`src/rtl/matrix_pkg.sv`:
```
// Shared types and constants for the 3x3 matrix-multiply datapath.
package matrix_pkg;
    localparam int MAT_N      = 3;
    localparam int DATA_WIDTH = 8;
    localparam int IDX_WIDTH  = 2;

    localparam logic [IDX_WIDTH-1:0] SLOT_A   = 2'd0;
    localparam logic [IDX_WIDTH-1:0] SLOT_B   = 2'd1;
    localparam logic [IDX_WIDTH-1:0] SLOT_C   = 2'd2;
    localparam logic [IDX_WIDTH-1:0] IDX_LAST = IDX_WIDTH'(MAT_N - 1);

    typedef enum logic [2:0] {
        ST_IDLE,
        ST_RD_A,
        ST_RD_B,
        ST_MAC,
        ST_WRITE,
        ST_DONE
    } mm_state_t;
endpackage

```
`src/rtl/mac_unit.sv`:
```
// Single multiply-accumulate lane; the saturated view reflects the value the
// accumulator is about to take, so the final term can be written out without an extra cycle.
module mac_unit import matrix_pkg::*; #(
    parameter int DATA_WIDTH = 8,
    parameter int ACC_WIDTH  = 18
) (
    input  logic                  clk,
    input  logic                  reset,
    input  logic                  clear,
    input  logic                  accumulate,
    input  logic [DATA_WIDTH-1:0] a,
    input  logic [DATA_WIDTH-1:0] b,
    output logic [DATA_WIDTH-1:0] sat_data,
    output logic                  sat_flag
);
    localparam logic [ACC_WIDTH-1:0] SAT_MAX = ACC_WIDTH'({DATA_WIDTH{1'b1}});

    logic [2*DATA_WIDTH-1:0] prod;
    logic [ACC_WIDTH-1:0]    acc_q, acc_d;

    always_comb begin
        prod  = a * b;
        acc_d = acc_q;
        if (clear) begin
            acc_d = '0;
        end else if (accumulate) begin
            acc_d = acc_q + ACC_WIDTH'(prod);
        end
        sat_flag = (acc_d > SAT_MAX);
        sat_data = sat_flag ? {DATA_WIDTH{1'b1}} : acc_d[DATA_WIDTH-1:0];
    end

    always_ff @(posedge clk or negedge reset) begin
        if (!reset) begin
            acc_q <= '0;
        end else begin
            acc_q <= acc_d;
        end
    end
endmodule

```
`src/rtl/matrix_mult_ctrl.sv`:
```
// Sequencer that reads A and B from Memory, multiplies them through one MAC lane
// and writes the saturated 3x3 product back into the DST slot.
//
//   state    | meaning
//   IDLE     | waiting for start, memory port quiet
//   RD_A     | address A[i][k]
//   RD_B     | capture A[i][k], address B[k][j]
//   MAC      | acc += A[i][k] * B[k][j]
//   WRITE    | C[i][j] <= sat(acc), advance j/i
//   DONE     | one-cycle completion pulse
module matrix_mult_ctrl import matrix_pkg::*; #(
    parameter int             DATA_WIDTH = 8,
    parameter int             ACC_WIDTH  = 18,
    parameter logic [1:0]     SRC_A      = SLOT_A,
    parameter logic [1:0]     SRC_B      = SLOT_B,
    parameter logic [1:0]     DST        = SLOT_C
) (
    input  logic                  clk,
    input  logic                  reset,
    input  logic                  start,
    output logic                  busy,
    output logic                  done,
    output logic                  overflow,
    output logic [1:0]            mem_matrix_select,
    output logic [1:0]            mem_row,
    output logic [1:0]            mem_col,
    output logic                  mem_read_enable,
    output logic                  mem_write_enable,
    output logic [DATA_WIDTH-1:0] mem_write_data,
    input  logic [DATA_WIDTH-1:0] mem_read_data
);
    generate
        if (DST == SRC_A || DST == SRC_B) begin : g_dst_check
            $error("matrix_mult_ctrl: DST slot must differ from SRC_A and SRC_B");
        end
    endgenerate

    mm_state_t             state_q, state_d;
    logic [IDX_WIDTH-1:0]  i_q, i_d, j_q, j_d, k_q, k_d;
    logic [DATA_WIDTH-1:0] a_op_q, a_op_d;
    logic                  busy_q, busy_d, done_q, done_d, ovf_q, ovf_d;
    logic [1:0]            sel_q, sel_d, row_q, row_d, col_q, col_d;
    logic                  re_q, re_d, we_q, we_d;
    logic [DATA_WIDTH-1:0] wdata_q, wdata_d;
    logic                  mac_clear, mac_accum, mac_ovf;
    logic [DATA_WIDTH-1:0] mac_sat;

    mac_unit #(.DATA_WIDTH(DATA_WIDTH), .ACC_WIDTH(ACC_WIDTH)) u_mac (
        .clk        (clk),
        .reset      (reset),
        .clear      (mac_clear),
        .accumulate (mac_accum),
        .a          (a_op_q),
        .b          (mem_read_data),
        .sat_data   (mac_sat),
        .sat_flag   (mac_ovf)
    );

    // Outputs are computed for the state being entered so every mem_* pin is a flop.
    always_comb begin
        state_d   = state_q;
        i_d       = i_q;
        j_d       = j_q;
        k_d       = k_q;
        a_op_d    = a_op_q;
        ovf_d     = ovf_q;
        busy_d    = 1'b0;
        done_d    = 1'b0;
        sel_d     = 2'd0;
        row_d     = 2'd0;
        col_d     = 2'd0;
        re_d      = 1'b0;
        we_d      = 1'b0;
        wdata_d   = '0;
        mac_clear = 1'b0;
        mac_accum = 1'b0;
        unique case (state_q)
            ST_IDLE: begin
                if (start) begin
                    state_d   = ST_RD_A;
                    mac_clear = 1'b1;
                    i_d       = '0;
                    j_d       = '0;
                    k_d       = '0;
                    ovf_d     = 1'b0;
                    busy_d    = 1'b1;
                    sel_d     = SRC_A;
                    re_d      = 1'b1;
                end
            end
            ST_RD_A: begin
                state_d = ST_RD_B;
                busy_d  = 1'b1;
                sel_d   = SRC_B;
                row_d   = k_q;
                col_d   = j_q;
                re_d    = 1'b1;
            end
            ST_RD_B: begin
                state_d = ST_MAC;
                a_op_d  = mem_read_data;
                busy_d  = 1'b1;
            end
            ST_MAC: begin
                mac_accum = 1'b1;
                busy_d    = 1'b1;
                row_d     = i_q;
                if (k_q != IDX_LAST) begin
                    state_d = ST_RD_A;
                    k_d     = k_q + 1'b1;
                    sel_d   = SRC_A;
                    col_d   = k_q + 1'b1;
                    re_d    = 1'b1;
                end else begin
                    state_d = ST_WRITE;
                    sel_d   = DST;
                    col_d   = j_q;
                    we_d    = 1'b1;
                    wdata_d = mac_sat;
                    if (mac_ovf) begin
                        ovf_d = 1'b1;
                    end
                end
            end
            ST_WRITE: begin
                mac_clear = 1'b1;
                k_d       = '0;
                busy_d    = 1'b1;
                if (j_q == IDX_LAST && i_q == IDX_LAST) begin
                    state_d = ST_DONE;
                    j_d     = '0;
                    done_d  = 1'b1;
                end else begin
                    state_d = ST_RD_A;
                    sel_d   = SRC_A;
                    re_d    = 1'b1;
                    if (j_q == IDX_LAST) begin
                        j_d   = '0;
                        i_d   = i_q + 1'b1;
                        row_d = i_q + 1'b1;
                    end else begin
                        j_d   = j_q + 1'b1;
                        row_d = i_q;
                    end
                end
            end
            ST_DONE: begin
                state_d = ST_IDLE;
            end
            default: begin
                state_d = ST_IDLE;
            end
        endcase
    end

    always_ff @(posedge clk or negedge reset) begin
        if (!reset) begin
            state_q <= ST_IDLE;
            i_q     <= '0;
            j_q     <= '0;
            k_q     <= '0;
            a_op_q  <= '0;
            busy_q  <= 1'b0;
            done_q  <= 1'b0;
            ovf_q   <= 1'b0;
            sel_q   <= 2'd0;
            row_q   <= 2'd0;
            col_q   <= 2'd0;
            re_q    <= 1'b0;
            we_q    <= 1'b0;
            wdata_q <= '0;
        end else begin
            state_q <= state_d;
            i_q     <= i_d;
            j_q     <= j_d;
            k_q     <= k_d;
            a_op_q  <= a_op_d;
            busy_q  <= busy_d;
            done_q  <= done_d;
            ovf_q   <= ovf_d;
            sel_q   <= sel_d;
            row_q   <= row_d;
            col_q   <= col_d;
            re_q    <= re_d;
            we_q    <= we_d;
            wdata_q <= wdata_d;
        end
    end

    assign busy              = busy_q;
    assign done              = done_q;
    assign overflow          = ovf_q;
    assign mem_matrix_select = sel_q;
    assign mem_row           = row_q;
    assign mem_col           = col_q;
    assign mem_read_enable   = re_q;
    assign mem_write_enable  = we_q;
    assign mem_write_data    = wdata_q;
endmodule

```
`config.mk`:
```
export PLATFORM = sky130hd
export DESIGN_NAME = matrix_mult_ctrl
export DESIGN_NICKNAME = d
export VERILOG_FILES = /design/src/rtl/matrix_pkg.sv /design/src/rtl/mac_unit.sv /design/src/rtl/matrix_mult_ctrl.sv
export SDC_FILE = /design/constraint.sdc
export NUM_CORES = 1
export LEC_CHECK = 0
export BUFFER_PORTS_ARGS = -buffer_cell sky130_fd_sc_hd__buf_2
export CORE_MARGIN = 2
export CORE_UTILIZATION = 43
export CTS_BUF_LIST = sky130_fd_sc_hd__clkbuf_8
export CTS_CLUSTER_DIAMETER = 60
export DETAILED_ROUTE_END_ITERATION = 8
export PLACE_DENSITY = 0.63
export SYNTH_ARGS = -nofsm -noshare
export SYNTH_HDL_FRONTEND = slang
export SYNTH_HIERARCHICAL = 1
export SYNTH_SLANG_ARGS = --single-unit
```
`constraint.sdc`:
```
create_clock -name clk -period 6.4 [get_ports clk]
set_input_delay 0.64 -clock clk [delete_from_list [all_inputs] [get_ports clk]]
set_output_delay 0.64 -clock clk [all_outputs]
set_load 0.05 [all_outputs]
```
; ---- Yosys cells after proc, flatten, opt, wreduce, memory -nomap -nowiden
; Cells that the tools add are included.
[word_totals]
reg_bits = 54
input_bits = 11
[op_classes]
eq_ne = 12
mux = 39
addsub = 4
n_lt_le_gt_ge = 1
n_mul = 1
reduce_logical = 10
[ops]
columns = op, count
row1 = two-way mux 18 bit, 2
row2 = two-way mux 8 bit, 3
row3 = adder 18 x 16 -> 18 bit, 1
row4 = "> comparator 18 x 8 -> 1 bit, second input constant", 1
row5 = two-way mux 2 bit, 9
row6 = multiplier 8 x 8 -> 16 bit, 1
row7 = one-hot mux 2 bit (2 select lines), 4
row8 = one-hot mux 3 bit (5 select lines), 1
row9 = "inequality test 2 bit, second input constant", 6
row10 = one-hot mux 2 bit (3 select lines), 2
row11 = two-way mux 1 bit, 11
row12 = two-way mux 3 bit, 3
row13 = "adder 2 x 1 -> 2 bit, second input constant", 3
row14 = "== test 3 x 2 -> 1 bit, second input constant", 2
row15 = one-hot mux 1 bit (2 select lines), 3
row16 = AND reduction 3 bit, 2
row17 = "== test 2 bit, second input constant", 2
row18 = one-hot mux 1 bit (4 select lines), 1
row19 = AND reduction 4 bit, 1
row20 = nonzero test 2 bit, 2
row21 = OR reduction 4 bit, 1
row22 = "== test 3 x 1 -> 1 bit, second input constant", 1
row23 = "== test 3 bit, second input constant", 1
row24 = zero test 3 bit, 1
row25 = 3 further kinds, 3

; ---- Longest topological paths before layout
; Gate-level depths: netlist of run 1.
[logic_depth]
word_depth = 8
ltp_mapped = 20
ltp_nobuf = 20

; ---- By module
; Netlist of run 1, hierarchy kept.
[modules_own_cells]
columns = mod, cells_per_inst, area_per_inst_um2, seq_area_each_um2, instances
row1 = mac_unit, 413, 3583.4, 450.4, 1
row2 = matrix_mult_ctrl, 119, 1488.9, 875.8, 1

; ---- Least setup slack after synthesis of run 1
; OpenSTA, ideal clock, no wires.
[synth_timing]
kind = input to register
from = input port mem_read_data[7]
to = register ovf_q (netlist: overflow)
arrival_ns = 4.898
setup_slack_ns = 1.381
cell_stages = 17
required_time_ns = 6.279
setup_ns = 0.121
cell_sequence = and2_1 -> fa_1 -> fa_1 -> fa_1 -> inv_1 -> fa_1 -> inv_1 -> ha_1 -> o211ai_1 -> a21o_1 -> a21oi_1 -> nor2_1 -> xnor2_1 -> a211o_1 -> nor3_2 -> a31oi_1 -> a22o_1
[synth_via]
elab_chain_len = 7
[synth_lines]
columns = element, line
row1 = "start, declared", matrix_mult_ctrl.sv:30  ; input logic [DATA_WIDTH-1:0] mem_read_data
row2 = multiplier 8 x 8 -> 16 bit, mac_unit.sv:22  ; prod = a * b;
row3 = adder 18 x 16 -> 18 bit, mac_unit.sv:27  ; acc_d = acc_q + ACC_WIDTH'(prod);
row4 = two-way mux 18 bit, mac_unit.sv:26  ; end else if (accumulate) begin
row5 = two-way mux 18 bit, mac_unit.sv:24  ; if (clear) begin
row6 = > comparator 18 x 8 -> 1 bit, mac_unit.sv:29  ; sat_flag = (acc_d > SAT_MAX);
row7 = net mac_ovf, matrix_mult_ctrl.sv:45  ; logic mac_clear, mac_accum, mac_ovf;
row8 = inequality test 2 bit (no source line), -
row9 = AND reduction 4 bit (no source line), -
row10 = "end signal, assigned", matrix_mult_ctrl.sv:180  ; ovf_q <= ovf_d;
row11 = "end, declared", matrix_mult_ctrl.sv:41  ; logic busy_q, busy_d, done_q, done_d, ovf_q, ovf_d;
; The timed path passes the listed nets, and every way through them passes these cells.
; A chain may end at the register's enable or synchronous reset.

; ---- Final worst setup path of run 1
[layout_timing]
from = register a_op_q[1]
to = register wdata_q[7] (netlist: mem_write_data[7])
[layout_via]
elab_chain_len = 8
[layout_lines]
columns = element, line
row1 = "start, declared", matrix_mult_ctrl.sv:40  ; logic [DATA_WIDTH-1:0] a_op_q, a_op_d;
row2 = "start signal, assigned", matrix_mult_ctrl.sv:177  ; a_op_q <= a_op_d;
row3 = multiplier 8 x 8 -> 16 bit (*), mac_unit.sv:22
row4 = adder 18 x 16 -> 18 bit (*), mac_unit.sv:27
row5 = two-way mux 18 bit (*), mac_unit.sv:26
row6 = two-way mux 18 bit (*), mac_unit.sv:24
row7 = > comparator 18 x 8 -> 1 bit, mac_unit.sv:29
row8 = two-way mux 8 bit (*), mac_unit.sv:30  ; sat_data = sat_flag ? {DATA_WIDTH{1'b1}} : acc_d[DATA_WIDTH-1:0];
row9 = net mac_sat[7], matrix_mult_ctrl.sv:46  ; logic [DATA_WIDTH-1:0] mac_sat;
row10 = two-way mux 8 bit (*), matrix_mult_ctrl.sv:108  ; if (k_q != IDX_LAST) begin
row11 = two-way mux 8 bit (*), matrix_mult_ctrl.sv:77  ; unique case (state_q)
row12 = net wdata_d[7], matrix_mult_ctrl.sv:44  ; logic [DATA_WIDTH-1:0] wdata_q, wdata_d;
row13 = "end signal, assigned", matrix_mult_ctrl.sv:186  ; wdata_q <= wdata_d;
row14 = "end, declared", matrix_mult_ctrl.sv:44
; Mark *: on every way through the listed nets, which the timed path passes. The rest lies on a longest branch.

==> run summary, run 1 <==
status - finished clean
Synth Instances - 532
initial antenna violation count - 0
Finished Layout Cells - 696
largest family of logic cells by synthesized area - adder cells
most frequent cells in the layout - inv_1 (100), dfrtp_1 (53), fa_1 (50)
Startpoint Class - flop
Post-CTS Setup Inserts - 0
CTS tree - yes
pwr/cell area - 243 mW/mm^2
synthesized flop and latch total - 53
clk buf depth - 2
WL/cell - 14.8 um
vias in the first global route - 3902
root buffer cell - clkbuf_8
first-pass GRT wire length - 18100 um
Inserted Diodes - 0
hold slack - 0.444 ns
Synth Area in Compound Gates - 10.1%
P&R area growth vs syn - 6.93%
Most used DFF post-synth - dfrtp_1
RSZ-0062 raised after global routing - false
Mapped Area - 0.00507 mm^2
Routed Antenna Nets - 0
core box area - 0.0115 mm^2
FMAX - 185 MHz
initial core utilization - 44.2%
Post-Synth XOR/XNOR Area - 2.07%
setup TNS - 0 ns
Placed Cells - 688
drc violations - 0
most common cell after layout, fill and taps aside - inv_1
Vias/cell - 5.27
DIE AREA - 0.0127 mm^2
crit path kind - reg2reg
gr ovfl total - 0
Net Count, Synth - 635
largest net degree at the start of global routing - 54
drt pass-1 iters - 4
Worst Path Buf+Inv - 2
Most common cell on crit path - fa_1
Sink Count - 53
WP data required - 6.61 ns
Hold WC Path Type - in2async
fraction of layout cells with a size suffix above 1 - 10.8%
Rows - 39
CP Capture Type - flop
Static Leakage - 0.00294 uW
Final period util - 84.2%
Worst Path Max Fanout - 10
Slowest cell on crit path - fa_1
Clock transition at path regs - 0.10 ns
vias post-DR - 3665
DIE HEIGHT - 113 um
clock latency on the worst-skew pair - 0.32 ns
Die X - 113 um
Synth warnings - 6
Iteration-0 DRC Markers - 108
Post-CTS Hold Buffers - 0
Final Critical Period - 5.39 ns
DP HPWL - 8020 um
Synth Area in Simple Gates - 16.1%
adder and majority gate portion of the synthesized area - 30.1%
Setup-failing EPs final - 0
Max H-tree Level - 2
worst clock skew - 0.0145 ns
final hold viol count - 0
EDFF count, synth - 0
Yosys cell types - 56
# Max-Cap Violations - 0
Least-Margin Pin Slew - 0.861 ns
input/output buffers - 29
CP Data Arrival Time - 5.60 ns
critical path cell sequence - and2_1 > fa_1 > fa_1 > fa_1 > inv_1 > fa_1 > inv_1 > ha_1 > a21oi_1 > a31oi_1 > a221oi_1 > xnor2_1 > mux2i_2 > a41oi_1 > and3_1
Pins Over Slew Limit - 0
PnR Total Power - 1320 uW
cts bufs inserted - 5
register area share after synthesis - 26.1%
post-synthesis mux area share - 6.04%
Fill cells - 1084
Crit path max-delay family - adder cells
Nets - 655
VDD IR max - 0.143 mV
crit-path max cell delay - 0.54 ns
GP Congestion - 0.858
gr usage total - 17.5%
Avg Cell Area, Syn - 9.53 um^2
num ports - 30
DRT Wirelength - 10300 um
Slew headroom - 42.6%
ys async rst share - 100%
post_cts resized - 0
report_power, final:
| group | internal, uW | switching (uW) | total [uW] | leakage, uW |
|---|---|---|---|---|
| registers | 348 | 7.20 | 355 | 0.000703 |
| logic | 303 | 425 | 728 | 0.00218 |
| clock network | 117 | 117 | 235 | 0.0000585 |
| total | 769 | 549 | 1320 | 0.00294 |
path summary, 6_finish.rpt:
check	from	endpoint	slack, ns	cells past startpoint
worst max-delay path	a_op_q[1]$_DFFE_PN0P_	mem_write_data[7]$_DFF_PN0_	1.01	15
worst min-delay path	reset	u_mac/acc_q[5]$_DFF_PN0_	0.44	2
worst max register to register	a_op_q[1]$_DFFE_PN0P_	mem_write_data[7]$_DFF_PN0_	1.01	15
worst min register to register	overflow$_DFFE_PN0P_	overflow$_DFFE_PN0P_	0.53	1
max in group asynchronous	reset	busy$_DFF_PN0_	5.50	2
min in group clk	overflow$_DFFE_PN0P_	overflow$_DFFE_PN0P_	0.53	1
synth_stat cells (8+ instances only):
library cell	n	area, um^2
a21oi_1	17	85.1
nor2_1	33	124
ha_1	42	526
and2_1	35	219
mux2_2	10	113
mux2i_1	18	180
clkbuf_1	8	30.0
nand2_1	44	165
xnor2_1	9	78.8
dfrtp_1	53	1330
and3_1	10	62.6
fa_1	50	1000
inv_1	100	375
a41oi_1	8	70.1
nand2b_1	8	50.1
flip-flops by register name, summed over array words and instances, names as in the netlist:
register	flops
u_mac/acc_q	18
a_op_q	8
mem_write_data	8
state_q	3
i_q	2
j_q	2
k_q	2
mem_col	2
mem_matrix_select	2
mem_row	2
busy	1
done	1
mem_read_enable	1
overflow	1
layer usage:
| metal | track usage (%) | vias to the layer above | part of all wire (%) |
|---|---|---|---|
| li1 | - | 1741 | - |
| met1 | 22.3 | 1853 | 44 |
| met2 | 30.8 | 52 | 51 |
| met4 | 5.45 | 0 | 2.4 |
| met3 | 2.59 | 19 | 3.0 |
| met5 | 0 | - | 0 |
cells by family (layout without fill, tap and decap cells):
logic type	count (synthesis)	in the layout
mux	29	29
xor+xnor	12	12
simple gates	157	157
flops	53	53
fa+ha+maj	92	92
compound gates	71	71
buf+inv	118	139
metrics by stage:
| step | utilization, % | cell area [um^2] | setup slack [ns] |
|---|---|---|---|
| 6_report | 47.3 | 5420 | 1.01 |
| 5_1_grt | 47.3 | 5420 | 0.689 |
| 2_1_floorplan | - | 5070 | 1.38 |
| 3_5_place_dp | 46.3 | 5310 | 0.794 |
| 3_3_place_gp | 46.3 | 5310 | 0.870 |
| 4_1_cts | 47.3 | 5420 | 1.02 |
area by class of cell:
type                       instances  area (um^2)  area share (%)
clock buffer                       5         68.8            1.27
clock inverter                     3         43.8           0.807
inverter                         100          375            6.92
multi-input combinational        361         3270            60.3
sequential                        53         1330            24.5
tap                              143          179            3.30
timing repair buffer              31          160            2.95
Note: power is estimated with default switching activity, not from simulation.
==> inputs of run 2 (changes only) <==
==> constraint.sdc (replaced) <==
create_clock -name clk -period 5.5 [get_ports clk]
set_input_delay 0.55 -clock clk [delete_from_list [all_inputs] [get_ports clk]]
set_output_delay 0.55 -clock clk [all_outputs]
set_load 0.05 [all_outputs]
==> run summary, run 2 (same netlist as run 1, synthesis figures left out) <==
CP Capture Type - flop
area of the multi-input gates - 0.00328 mm^2
input/output buffers - 29
Post-CTS Hold Buffers - 0
Nets - 657
CP Data Arrival Time - 5.39 ns
Max H-tree Level - 2
status - finished clean
VDD IR max - 0.176 mV
gr ovfl total - 0
vias in the first global route - 3781
GP Congestion - 0.900
Fill cells - 1068
most common cell after layout, fill and taps aside - inv_1
pwr/cell area - 287 mW/mm^2
most flop-heavy register - u_mac/acc_q
Sink Count - 53
Most common cell on crit path - fa_1
Setup-failing EPs final - 0
clock latency on the worst-skew pair - 0.33 ns
vias post-DR - 3641
FMAX - 193 MHz
Routed Antenna Nets - 0
gr usage total - 17.9%
RSZ-0062 raised after global routing - false
Iteration-0 DRC Markers - 204
Post-DP Area - 0.00533 mm^2
DP HPWL - 8140 um
Rows - 39
WL/cell - 15.0 um
Inserted Diodes - 0
fraction of layout cells with a size suffix above 1 - 11.5%
Final Critical Period - 5.17 ns
initial antenna violation count - 0
DRT Wirelength - 10500 um
Vias/cell - 5.22
crit path kind - reg2reg
drt pass-1 iters - 4
design area - 0.00545 mm^2
Slew headroom - 25.0%
root buffer cell - clkbuf_8
Final period util - 94.0%
most frequent cells in the layout - inv_1 (100), dfrtp_1 (51), fa_1 (50)
largest net degree at the start of global routing - 54
worst clock skew - 0.0107 ns
Placed Cells - 690
Least-Margin Pin Slew - 1.12 ns
max reg flops - 18
cts bufs inserted - 5
register area - 0.00133 mm^2
core box area - 0.0115 mm^2
drc violations - 0
P&R area growth vs syn - 7.45%
Clock transition at path regs - 0.10 ns
setup TNS - 0 ns
WP data required - 5.72 ns
Static Leakage - 0.00295 uW
PnR Total Power - 1560 uW
Hold WC Path Type - in2async
critical path cell sequence - and2_1 > fa_1 > fa_1 > fa_1 > inv_1 > fa_1 > inv_1 > ha_1 > a21oi_1 > a21oi_1 > o221ai_2 > mux2i_1 > xor2_1 > a211oi_4 > a41oi_1 > and3_1
Startpoint Class - flop
hold slack - 0.352 ns
# Max-Cap Violations - 0
CTS tree - yes
Die X - 113 um
Pins Over Slew Limit - 0
first-pass GRT wire length - 18300 um
Slowest cell on crit path - fa_1
num ports - 30
initial core utilization - 44.2%
clk buf depth - 2
Finished Layout Cells - 698
Worst Path Max Fanout - 9
DIE AREA - 0.0127 mm^2
DIE HEIGHT - 113 um
final hold viol count - 0
crit-path max cell delay - 0.54 ns
run 2: where the power goes:
part / total [uW] / internal, uW / switching (uW)
Sequential: 413 / 405 / 7.62
Combinational: 866 / 356 / 510
Clock: 286 / 137 / 149
run 2: final cells by class:
type / instances / area share, %
multi-input combinational: 361 / 60.2
clock inverter: 3 / 0.803
timing repair buffer: 33 / 3.21
clock buffer: 5 / 1.26
inverter: 100 / 6.89
tap: 143 / 3.28
sequential: 53 / 24.4
run 2: critical path, delay by kind of cell, from the launching register on:
kind / cells / cell delay, ns
fa+ha+maj: 5 / 2.41
buf+inv: 2 / 0.09
compound gates: 5 / 1.23
simple gates: 2 / 0.43
flops: 1 / 0.51
mux: 1 / 0.24
xor+xnor: 1 / 0.13
run 2: worst paths after layout:
path	start	to	slack (ns)	depth (start not counted)
worst max-delay path	a_op_q[1]$_DFFE_PN0P_	mem_write_data[5]$_DFF_PN0_	0.33	16
worst min-delay path	reset	u_mac/acc_q[0]$_DFF_PN0_	0.35	2
worst max register to register	a_op_q[1]$_DFFE_PN0P_	mem_write_data[5]$_DFF_PN0_	0.33	16
worst min register to register	overflow$_DFFE_PN0P_	overflow$_DFFE_PN0P_	0.52	1
max in group asynchronous	reset	a_op_q[5]$_DFFE_PN0P_	4.65	2
min in group clk	overflow$_DFFE_PN0P_	overflow$_DFFE_PN0P_	0.52	1
run 2: layer usage:
| metal | part of all wire (%) | vias up | track usage [%] |
|---|---|---|---|
| met5 | 0 | - | 0 |
| met4 | 2.0 | 0 | 5.04 |
| met3 | 1.8 | 13 | 2.00 |
| met2 | 51 | 39 | 30.7 |
| met1 | 45 | 1834 | 24.0 |
| li1 | - | 1755 | - |
run 2: through the flow:
stage	util, %	setup slack (ns)
after global placement	46.4	0.213
after CTS	47.4	0.296
after detailed placement	46.4	0.149
final	47.5	0.332
after floorplan	-	0.571
after global routing	47.5	0.0386
run 2: repair_timing:
| item | 4_1_cts | 5_1_grt |
|---|---|---|
| gates resized for setup | 0 | 3 |
| buffers inserted | 0 | 0 |
| setup endpoints to repair | 0 | 4 |
